==> src/rtl/aes_cbc_enc_ctrl_if.sv <==
// Stream and cipher-core bus for aes_cbc_enc_ctrl.
//   in_*       : plaintext valid/ready stream into the controller
//   out_*      : ciphertext valid/ready stream out of the controller
//   core_*     : load/done handshake with the AES-128 cipher core
// modport master : controller view (drives in_ready, out_*, core_ld/key/text_in)
// modport slave  : environment view (source, sink and cipher core)
interface aes_cbc_enc_ctrl_if;
  logic         in_valid;
  logic         in_ready;
  logic [127:0] in_data;
  logic         in_last;
  logic         out_valid;
  logic         out_ready;
  logic [127:0] out_data;
  logic         out_last;
  logic         core_ld;
  logic [127:0] core_key;
  logic [127:0] core_text_in;
  logic         core_done;
  logic [127:0] core_text_out;

  modport master (
    input  in_valid, in_data, in_last, out_ready, core_done, core_text_out,
    output in_ready, out_valid, out_data, out_last, core_ld, core_key, core_text_in
  );

  modport slave (
    output in_valid, in_data, in_last, out_ready, core_done, core_text_out,
    input  in_ready, out_valid, out_data, out_last, core_ld, core_key, core_text_in
  );
endinterface

==> src/rtl/aes_cbc_enc_ctrl.sv <==
// aes_cbc_enc_ctrl: CBC-mode encryption sequencer around an AES-128 core.
// Takes plaintext blocks, XORs each with the chaining value (IV or previous
// ciphertext), loads the core, captures its result on core_done and offers
// it downstream. One block in flight at a time.
// Ports:
//   clk, rst       : clock, synchronous active-high reset
//   cfg_load       : load cfg_key/cfg_iv (honoured only while idle)
//   cfg_key/cfg_iv : AES-128 key and initialisation vector
//   busy           : high whenever the sequencer is not idle
//   err            : sticky WAIT timeout flag (0 unless timeout enabled)
//   bus            : in/out streams and cipher-core handshake (master view)
// Build option: define AES_CBC_TIMEOUT_EN to abort a block that waits more
// than TIMEOUT_CYC cycles for core_done.
module aes_cbc_enc_ctrl #(
  parameter int TIMEOUT_CYC = 15
) (
  input  logic                 clk,
  input  logic                 rst,
  input  logic                 cfg_load,
  input  logic [127:0]         cfg_key,
  input  logic [127:0]         cfg_iv,
  output logic                 busy,
  output logic                 err,
  aes_cbc_enc_ctrl_if.master   bus
);

  typedef enum logic [1:0] {IDLE, LOAD, WAIT, OUT} state_t;

  state_t       state, state_nxt;
  logic [127:0] key_r, iv_r, chain, txt_r, out_data_r;
  logic         last_r, out_last_r, core_ld_r;
  logic         in_ready;
  logic         timeout;

  // cfg_load wins over a same-cycle plaintext block.
  assign in_ready         = (state == IDLE) && !cfg_load;
  assign busy             = (state != IDLE);
  assign bus.in_ready     = in_ready;
  assign bus.out_valid    = (state == OUT);
  assign bus.out_data     = out_data_r;
  assign bus.out_last     = out_last_r;
  assign bus.core_ld      = core_ld_r;
  assign bus.core_key     = key_r;
  assign bus.core_text_in = txt_r;

`ifdef AES_CBC_TIMEOUT_EN
  localparam int CW = $clog2(TIMEOUT_CYC + 1);
  logic [CW-1:0] wait_cnt;
  logic          err_r;

  // Fires on the TIMEOUT_CYC-th WAIT cycle without done; done has priority.
  assign timeout = (state == WAIT) && !bus.core_done &&
                   (wait_cnt == CW'(TIMEOUT_CYC - 1));
  assign err     = err_r;

  always_ff @(posedge clk) begin
    if (rst) begin
      wait_cnt <= '0;
      err_r    <= 1'b0;
    end else if (state == LOAD) begin
      wait_cnt <= '0;
    end else if (state == WAIT && !bus.core_done) begin
      if (timeout) err_r    <= 1'b1;
      else         wait_cnt <= wait_cnt + 1'b1;
    end
  end
`else
  logic unused_timeout_cyc;
  assign unused_timeout_cyc = (TIMEOUT_CYC != 0);
  assign timeout            = 1'b0;
  assign err                = 1'b0;
`endif

  always_ff @(posedge clk) begin
    if (rst) state <= IDLE;
    else     state <= state_nxt;
  end

  always_comb begin
    state_nxt = state;
    case (state)
      IDLE: if (bus.in_valid && in_ready) state_nxt = LOAD;
      LOAD: state_nxt = WAIT;
      WAIT: begin
        if (bus.core_done) state_nxt = OUT;
        else if (timeout)  state_nxt = IDLE;
      end
      OUT:  if (bus.out_ready) state_nxt = IDLE;
      default: state_nxt = IDLE;
    endcase
  end

  always_ff @(posedge clk) begin
    if (rst) begin
      key_r      <= '0;
      iv_r       <= '0;
      chain      <= '0;
      txt_r      <= '0;
      last_r     <= 1'b0;
      core_ld_r  <= 1'b0;
      out_data_r <= '0;
      out_last_r <= 1'b0;
    end else begin
      case (state)
        IDLE: begin
          if (cfg_load) begin
            key_r <= cfg_key;
            iv_r  <= cfg_iv;
            chain <= cfg_iv;
          end else if (bus.in_valid) begin
            txt_r     <= bus.in_data ^ chain;
            last_r    <= bus.in_last;
            core_ld_r <= 1'b1;
          end
        end
        LOAD: core_ld_r <= 1'b0;
        WAIT: begin
          if (bus.core_done) begin
            out_data_r <= bus.core_text_out;
            out_last_r <= last_r;
            // After the last block the next message restarts from the IV.
            chain      <= last_r ? iv_r : bus.core_text_out;
          end else if (timeout) begin
            chain <= iv_r;
          end
        end
        default: ;
      endcase
    end
  end

endmodule

==> src/flat_wrapper.sv <==
// flat-port wrapper written by rule: the top's interface ports become plain ports
module aes_cbc_enc_ctrl_flat 
#(
  parameter int TIMEOUT_CYC = 15
)
  (clk, rst, cfg_load, cfg_key, cfg_iv, busy, err, bus_in_valid, bus_in_data, bus_in_last, bus_out_ready, bus_core_done, bus_core_text_out, bus_in_ready, bus_out_valid, bus_out_data, bus_out_last, bus_core_ld, bus_core_key, bus_core_text_in);
  aes_cbc_enc_ctrl_if bus_i ();
  input  logic clk;
  input  logic rst;
  input  logic cfg_load;
  input  logic [127:0] cfg_key;
  input  logic [127:0] cfg_iv;
  output logic busy;
  output logic err;
  input wire logic [$bits(bus_i.in_valid)-1:0] bus_in_valid;
  input wire logic [$bits(bus_i.in_data)-1:0] bus_in_data;
  input wire logic [$bits(bus_i.in_last)-1:0] bus_in_last;
  input wire logic [$bits(bus_i.out_ready)-1:0] bus_out_ready;
  input wire logic [$bits(bus_i.core_done)-1:0] bus_core_done;
  input wire logic [$bits(bus_i.core_text_out)-1:0] bus_core_text_out;
  output wire logic [$bits(bus_i.in_ready)-1:0] bus_in_ready;
  output wire logic [$bits(bus_i.out_valid)-1:0] bus_out_valid;
  output wire logic [$bits(bus_i.out_data)-1:0] bus_out_data;
  output wire logic [$bits(bus_i.out_last)-1:0] bus_out_last;
  output wire logic [$bits(bus_i.core_ld)-1:0] bus_core_ld;
  output wire logic [$bits(bus_i.core_key)-1:0] bus_core_key;
  output wire logic [$bits(bus_i.core_text_in)-1:0] bus_core_text_in;
  assign bus_i.in_valid = bus_in_valid;
  assign bus_i.in_data = bus_in_data;
  assign bus_i.in_last = bus_in_last;
  assign bus_i.out_ready = bus_out_ready;
  assign bus_i.core_done = bus_core_done;
  assign bus_i.core_text_out = bus_core_text_out;
  assign bus_in_ready = bus_i.in_ready;
  assign bus_out_valid = bus_i.out_valid;
  assign bus_out_data = bus_i.out_data;
  assign bus_out_last = bus_i.out_last;
  assign bus_core_ld = bus_i.core_ld;
  assign bus_core_key = bus_i.core_key;
  assign bus_core_text_in = bus_i.core_text_in;
  aes_cbc_enc_ctrl #(.TIMEOUT_CYC(TIMEOUT_CYC)) u_core (.clk(clk), .rst(rst), .cfg_load(cfg_load), .cfg_key(cfg_key), .cfg_iv(cfg_iv), .busy(busy), .err(err), .bus(bus_i));
endmodule
==> config.mk <==
export PLATFORM = sky130hd
export DESIGN_NAME = aes_cbc_enc_ctrl_flat
export DESIGN_NICKNAME = d
export VERILOG_FILES = /design/src/rtl/aes_cbc_enc_ctrl_if.sv /design/src/rtl/aes_cbc_enc_ctrl.sv /design/src/flat_wrapper.sv
export SDC_FILE = /design/constraint.sdc
export NUM_CORES = 1
export LEC_CHECK = 0
export CAP_MARGIN = 20
export CORE_AREA = 2 2 354 356
export CTS_BUF_LIST = sky130_fd_sc_hd__clkbuf_4
export CTS_CLUSTER_DIAMETER = 40
export DETAILED_ROUTE_END_ITERATION = 6
export DIE_AREA = 0 0 356 358
export SKIP_CTS_REPAIR_TIMING = 1
export SLEW_MARGIN = 20
export SYNTH_ARGS = -nofsm -noshare
export SYNTH_HDL_FRONTEND = slang
export SYNTH_SLANG_ARGS = --single-unit
==> constraint.sdc <==
create_clock -name clk -period 2.3 [get_ports clk]
set_input_delay 0.23 -clock clk [delete_from_list [all_inputs] [get_ports clk]]
set_output_delay 0.23 -clock clk [all_outputs]
set_load 0.02 [all_outputs]
# Yosys cells after proc, flatten, opt, wreduce, memory -nomap -nowiden
# Cells that the tools add are included.
[totals] inputBits=519 regBits=645 out_inout_bits=390 word_cells=44
[op_classes] n_reduce_logical=13 eq_ne=9 n_bitwise=2 muxes=11
[op_table] operator="$mux W128" count=3
[op_table] operator="$pmux W128 S2" count=1
[op_table] operator="$xor A128 B128 Y128" count=1
[op_table] operator="$ne A2 B2 Y1 const B" count=6
[op_table] operator="$reduce_and A3 Y1" count=4
[op_table] operator="$pmux W2 S4" count=1
[op_table] operator="$mux W2" count=3
[op_table] operator="$reduce_bool A2 Y1" count=3
[op_table] operator="$eq A2 B2 Y1 const B" count=2
[op_table] operator="$reduce_and A2 Y1" count=2
[op_table] operator="$eq A2 B1 Y1 const B" count=1
[op_table] operator="$logic_and A1 B1 Y1" count=2
[op_table] operator="$logic_not A2 Y1" count=1
[op_table] operator="$mux W1" count=2
[op_table] operator="$pmux W1 S2" count=1
[op_table] operator="$logic_not A1 Y1" count=1
[op_table] operator="$not A1 Y1" count=1

# Logic depth before layout (Yosys ltp)
[logic_depth] word_depth=5 ltp_mapped=9 mapped_depth_nobuf=6

# Worst setup path before layout
# OpenSTA, ideal clock, no wires.
[synth_path] path_kind="register to register" start="register u_core.state[0]" end="register u_core.txt_r[25], in the netlist u_core.bus.core_text_in[25]" setup_slack_ns=0.561 required_ns=2.152 synth_period_minus_slack_ns=1.739 n_path_buf=3 setup_ns=0.148 stages_incl_launch_ff=9 t_arrival_ns=1.591 path_cell_list="dfxtp_1 -> inv_1 -> ha_1 -> nor2b_4 -> and2_1 -> buf_4 -> buf_2 -> buf_2 -> a211oi_1"
[synth_via] elab_chain_len=2
[synth_rtl] element="start: declaration" line_no="aes_cbc_enc_ctrl.sv:29" text="state_t state, state_nxt;"
[synth_rtl] element="start signal: assignment" line_no="aes_cbc_enc_ctrl.sv:76" text="else state <= state_nxt;"
[synth_rtl] element="$logic_not A2 Y1" line_no="aes_cbc_enc_ctrl.sv:104" text="case (state)"
[synth_rtl] element="$reduce_and A3 Y1 (no line)"
[synth_rtl] element="end signal: assignment" line_no="aes_cbc_enc_ctrl.sv:111" text="txt_r <= bus.in_data ^ chain;"
[synth_rtl] element="end: declaration" line_no="aes_cbc_enc_ctrl.sv:30" text="logic [127:0] key_r, iv_r, chain, txt_r, out_data_r;"
# Every way passes these cells.
# A chain may end at the register's enable or synchronous reset.

# Worst setup path in the final report
[layout_path] start="register u_core.state[1]" end="output port bus_in_ready"
[layout_via] elab_chain_len=2
[layout_rtl] element="$logic_not A2 Y1" line_no="aes_cbc_enc_ctrl.sv:36" text="assign in_ready = (state == IDLE) && !cfg_load;"
[layout_rtl] element="$logic_and A1 B1 Y1" line_no="aes_cbc_enc_ctrl.sv:36"
[layout_rtl] element="end: declaration" line_no="flat_wrapper.sv:21" text="output wire logic [$bits(bus_i.in_ready)-1:0] bus_in_ready;"
# Every way passes these cells.

==> summary.md <==
| Metric | Value |
|---|---|
| DIE AREA | 127000 sq um |
| Syn Area/Cell | 8.64 sq um |
| Synth Flop Type | dfxtp_1 |
| Mapped cell area | 25700 sq um |
| # clock sinks | 645 |
| Layout area overhead | 76.8% |
| Status | complete, but fails checks |
| WL/cell | 19.6 um |
| Violated checks | DRC |
| Vias per cell | 4.37 |
| Worst min-delay path category | primary input to register |
| Synth Area in Adders | 0.195% |
| Final hold vios | 0 |
| Initial core utilization | 20.8% |
| Main combinational cell family by area after synthesis | compound AO/OA/AOI/OAI gates |
| Post-synth top cells | nand2_1 (901), dfxtp_1 (645), a21oi_1 (385) |
| I/O Buffers | 907 |
| Share of cells above drive strength 1 | 11.2% |
| Fill count | 12304 |
| Synth warn | 0 |
| Tmin final | 2.29 ns |
| Yosys cell types | 27 |
| Grt ovf | 0 |
| Worst vdd ir | 825 uV |
| Cell with the most instances after synthesis | nand2_1 |
| Final core utilization | 36.8% |
| Critical Path Fanout Max | 4 |
| Clock latency on the worst-skew pair | 1.20 ns |
| Overall power | 41.9 mW |
| Sequential share of the synthesized area | 50.3% |
| Initial antenna violation count | 31 |
| Post-synth EDFFs | 0 |
| XOR/XNOR share of the synthesized area | 4.36% |
| Flip-flop and latch count after synthesis | 645 |
| Post-synthesis compound-gate area fraction | 20.1% |
| First-pass GRT wire length | 162000 um |
| Tightest Pin Transition | 0.959 ns |
| Routed Antenna Nets | 0 |
| Post-Place Worst Slack | 0.140 ns |
| CP Launch Type | register |
| CTS tree | built |
| Largest area contributor in the netlist | dfxtp_1 |
| Final Instance Area | 45400 sq um |
| Lkg Pwr | 22.0 nW |
| Yosys top cell area share | 50.3% |
| Clock buffer depth | 3 |
| DRC | 1 |
| Crit path kind | register to primary output |
| Critical path required time | 2.07 ns |
| Fin. max-slew vios | 0 |
| Die Height | 358 um |
| Worst Slack Setup Final | 0.0126 ns |
| Worst EP arrival | 2.06 ns |
| Crit share post-route | 99.5% |
| Max cap viols | 0 |
| Slew Limit Headroom | 35.9% |
| Pwr/cell area | 923 nW/um^2 |
| Initial DRC Count | 1890 |
| Reg2Reg Setup Slack | 0.08 ns |
| Total CTS buffers | 185 |
| Syn nets | 3496 |
| Unrepaired setup endpoints after global routing | true |
| Final setup violation count | 0 |
| Total Routing Usage GR | 17.3% |
| Nets | 4955 |
| Htree depth | 4 |
| Worst Setup End Kind | primary output |
| Largest net degree at the start of global routing | 154 |
| Mapped Cells | 2973 |
| Core area | 123000 sq um |
| Post-DP HPWL | 85100 um |
| Clock root buffer | clkbuf_4 |
| Vias | 27241 |
| Maximum achievable frequency | 437 MHz |
| Vias in the first global route | 24159 |
| DRT Wirelength | 122000 um |
| Die X | 356 um |
| Post-synth ARST share | 0% |
| Floorplan row count | 129 |
| Post-synthesis simple-gate area fraction | 15.4% |
| Placer Congestion | 0.835 |
| I/O pins | 909 |
| Worst-path clk slew | 0.07 ns |
| Clock Skew | 0.0859 ns |
| Top post-synthesis cells by area | dfxtp_1 (50%), nand2_1 (13%), a21oi_1 (7.5%) |
| 1st-pass router iterations | 7 |
| Placed cell area | 36800 sq um |
| Post-synthesis mux area share | 5.07% |
==> metrics by stage <==
| stage | hold WS [ns] | TNS (ns) | std cells |
|---|---|---|---|
| 2_1_floorplan | 0.366 | 0 | 2973 |
| 3_3_place_gp | 0.441 | 0 | 5355 |
| 3_5_place_dp | 0.445 | 0 | 5355 |
| 4_1_cts | -0.777 | -89.52 | 5683 |
| 5_1_grt | -0.00415 | -0.371 | 6230 |
| 6_report | 0.135 | 0 | 6233 |
==> final cells by class <==
cell class | instances | area [sq um] | area share, %
diodes | 23 | 57.6 | 0.127
well taps | 1637 | 2050 | 4.51
multi-input cells | 2079 | 11700 | 25.7
clock buffers | 265 | 1990 | 4.38
clock inverters | 63 | 418 | 0.920
flip-flops and latches | 645 | 12900 | 28.4
repair buffers | 1517 | 16300 | 35.9
inverters | 4 | 20.0 | 0.0441
==> per-layer routing <==
metal / wire length [um] / track usage, % / vias up / part of all wire (%)
met5: 10 / 0 / - / 0.0082
met4: 3090 / 7.76 / 2 / 2.5
met3: 10700 / 7.27 / 236 / 8.8
met2: 58100 / 27.6 / 1046 / 48
met1: 50100 / 20.2 / 12896 / 41
li1: - / - / 13061 / -
==> cell families after synthesis <==
family | after synthesis
adders and majority gates | 4
muxes | 130
buffers and inverters | 249
xor gates and xnor gates | 128
AOI/OAI and AO/OA | 772
and+or+nand+nor | 1044
DFF | 645
other | 1
==> path summary, 6_finish.rpt <==
check,endpoint,depth (start not counted),startpoint
max,bus_in_ready,4,u_core.state[1]
min,u_core.bus.core_key[22],5,cfg_load
max reg2reg,u_core.state[1],8,u_core.state[0]
min reg2reg,u_core.bus.out_data[11],2,u_core.bus.out_data[11]
==> layout by cell type, fill, tap and decap left out, drive strengths merged, types with 129 or more instances in the layout <==
| master | count |
|---|---|
| clkdlybuf4s50 | 517 |
| clkbuf | 273 |
| dlymetal6s2s | 377 |
| nand2 | 901 |
| mux2i | 130 |
| a21oi | 385 |
| dfxtp | 645 |
| a211oi | 129 |
| dlygate4sd3 | 523 |
| nor2 | 134 |
==> flip-flops by register name, indices dropped and copies added, names as in the netlist <==
register                 flops
u_core.state                 2
u_core.bus.out_last          1
u_core.bus.core_text_in    128
u_core.chain               128
u_core.bus.core_ld           1
u_core.iv_r                128
u_core.last_r                1
u_core.bus.core_key        128
u_core.bus.out_data        128
==> critical path, stage by stage, from the launching register on <==
cell	delay (ns)
dfxtp_4	0.36
inv_4	0.07
ha_4	0.15
nor2b_4	0.18
buf_6	0.15
==> where the power goes <==
part | total, mW | internal (mW) | switching [mW]
Clock | 11.3 | 5.87 | 5.39
Sequential | 15.6 | 13.8 | 1.83
Combinational | 15.1 | 6.58 | 8.50
Total | 41.9 | 26.2 | 15.7
No activity file was read; power rests on OpenSTA's default activity.
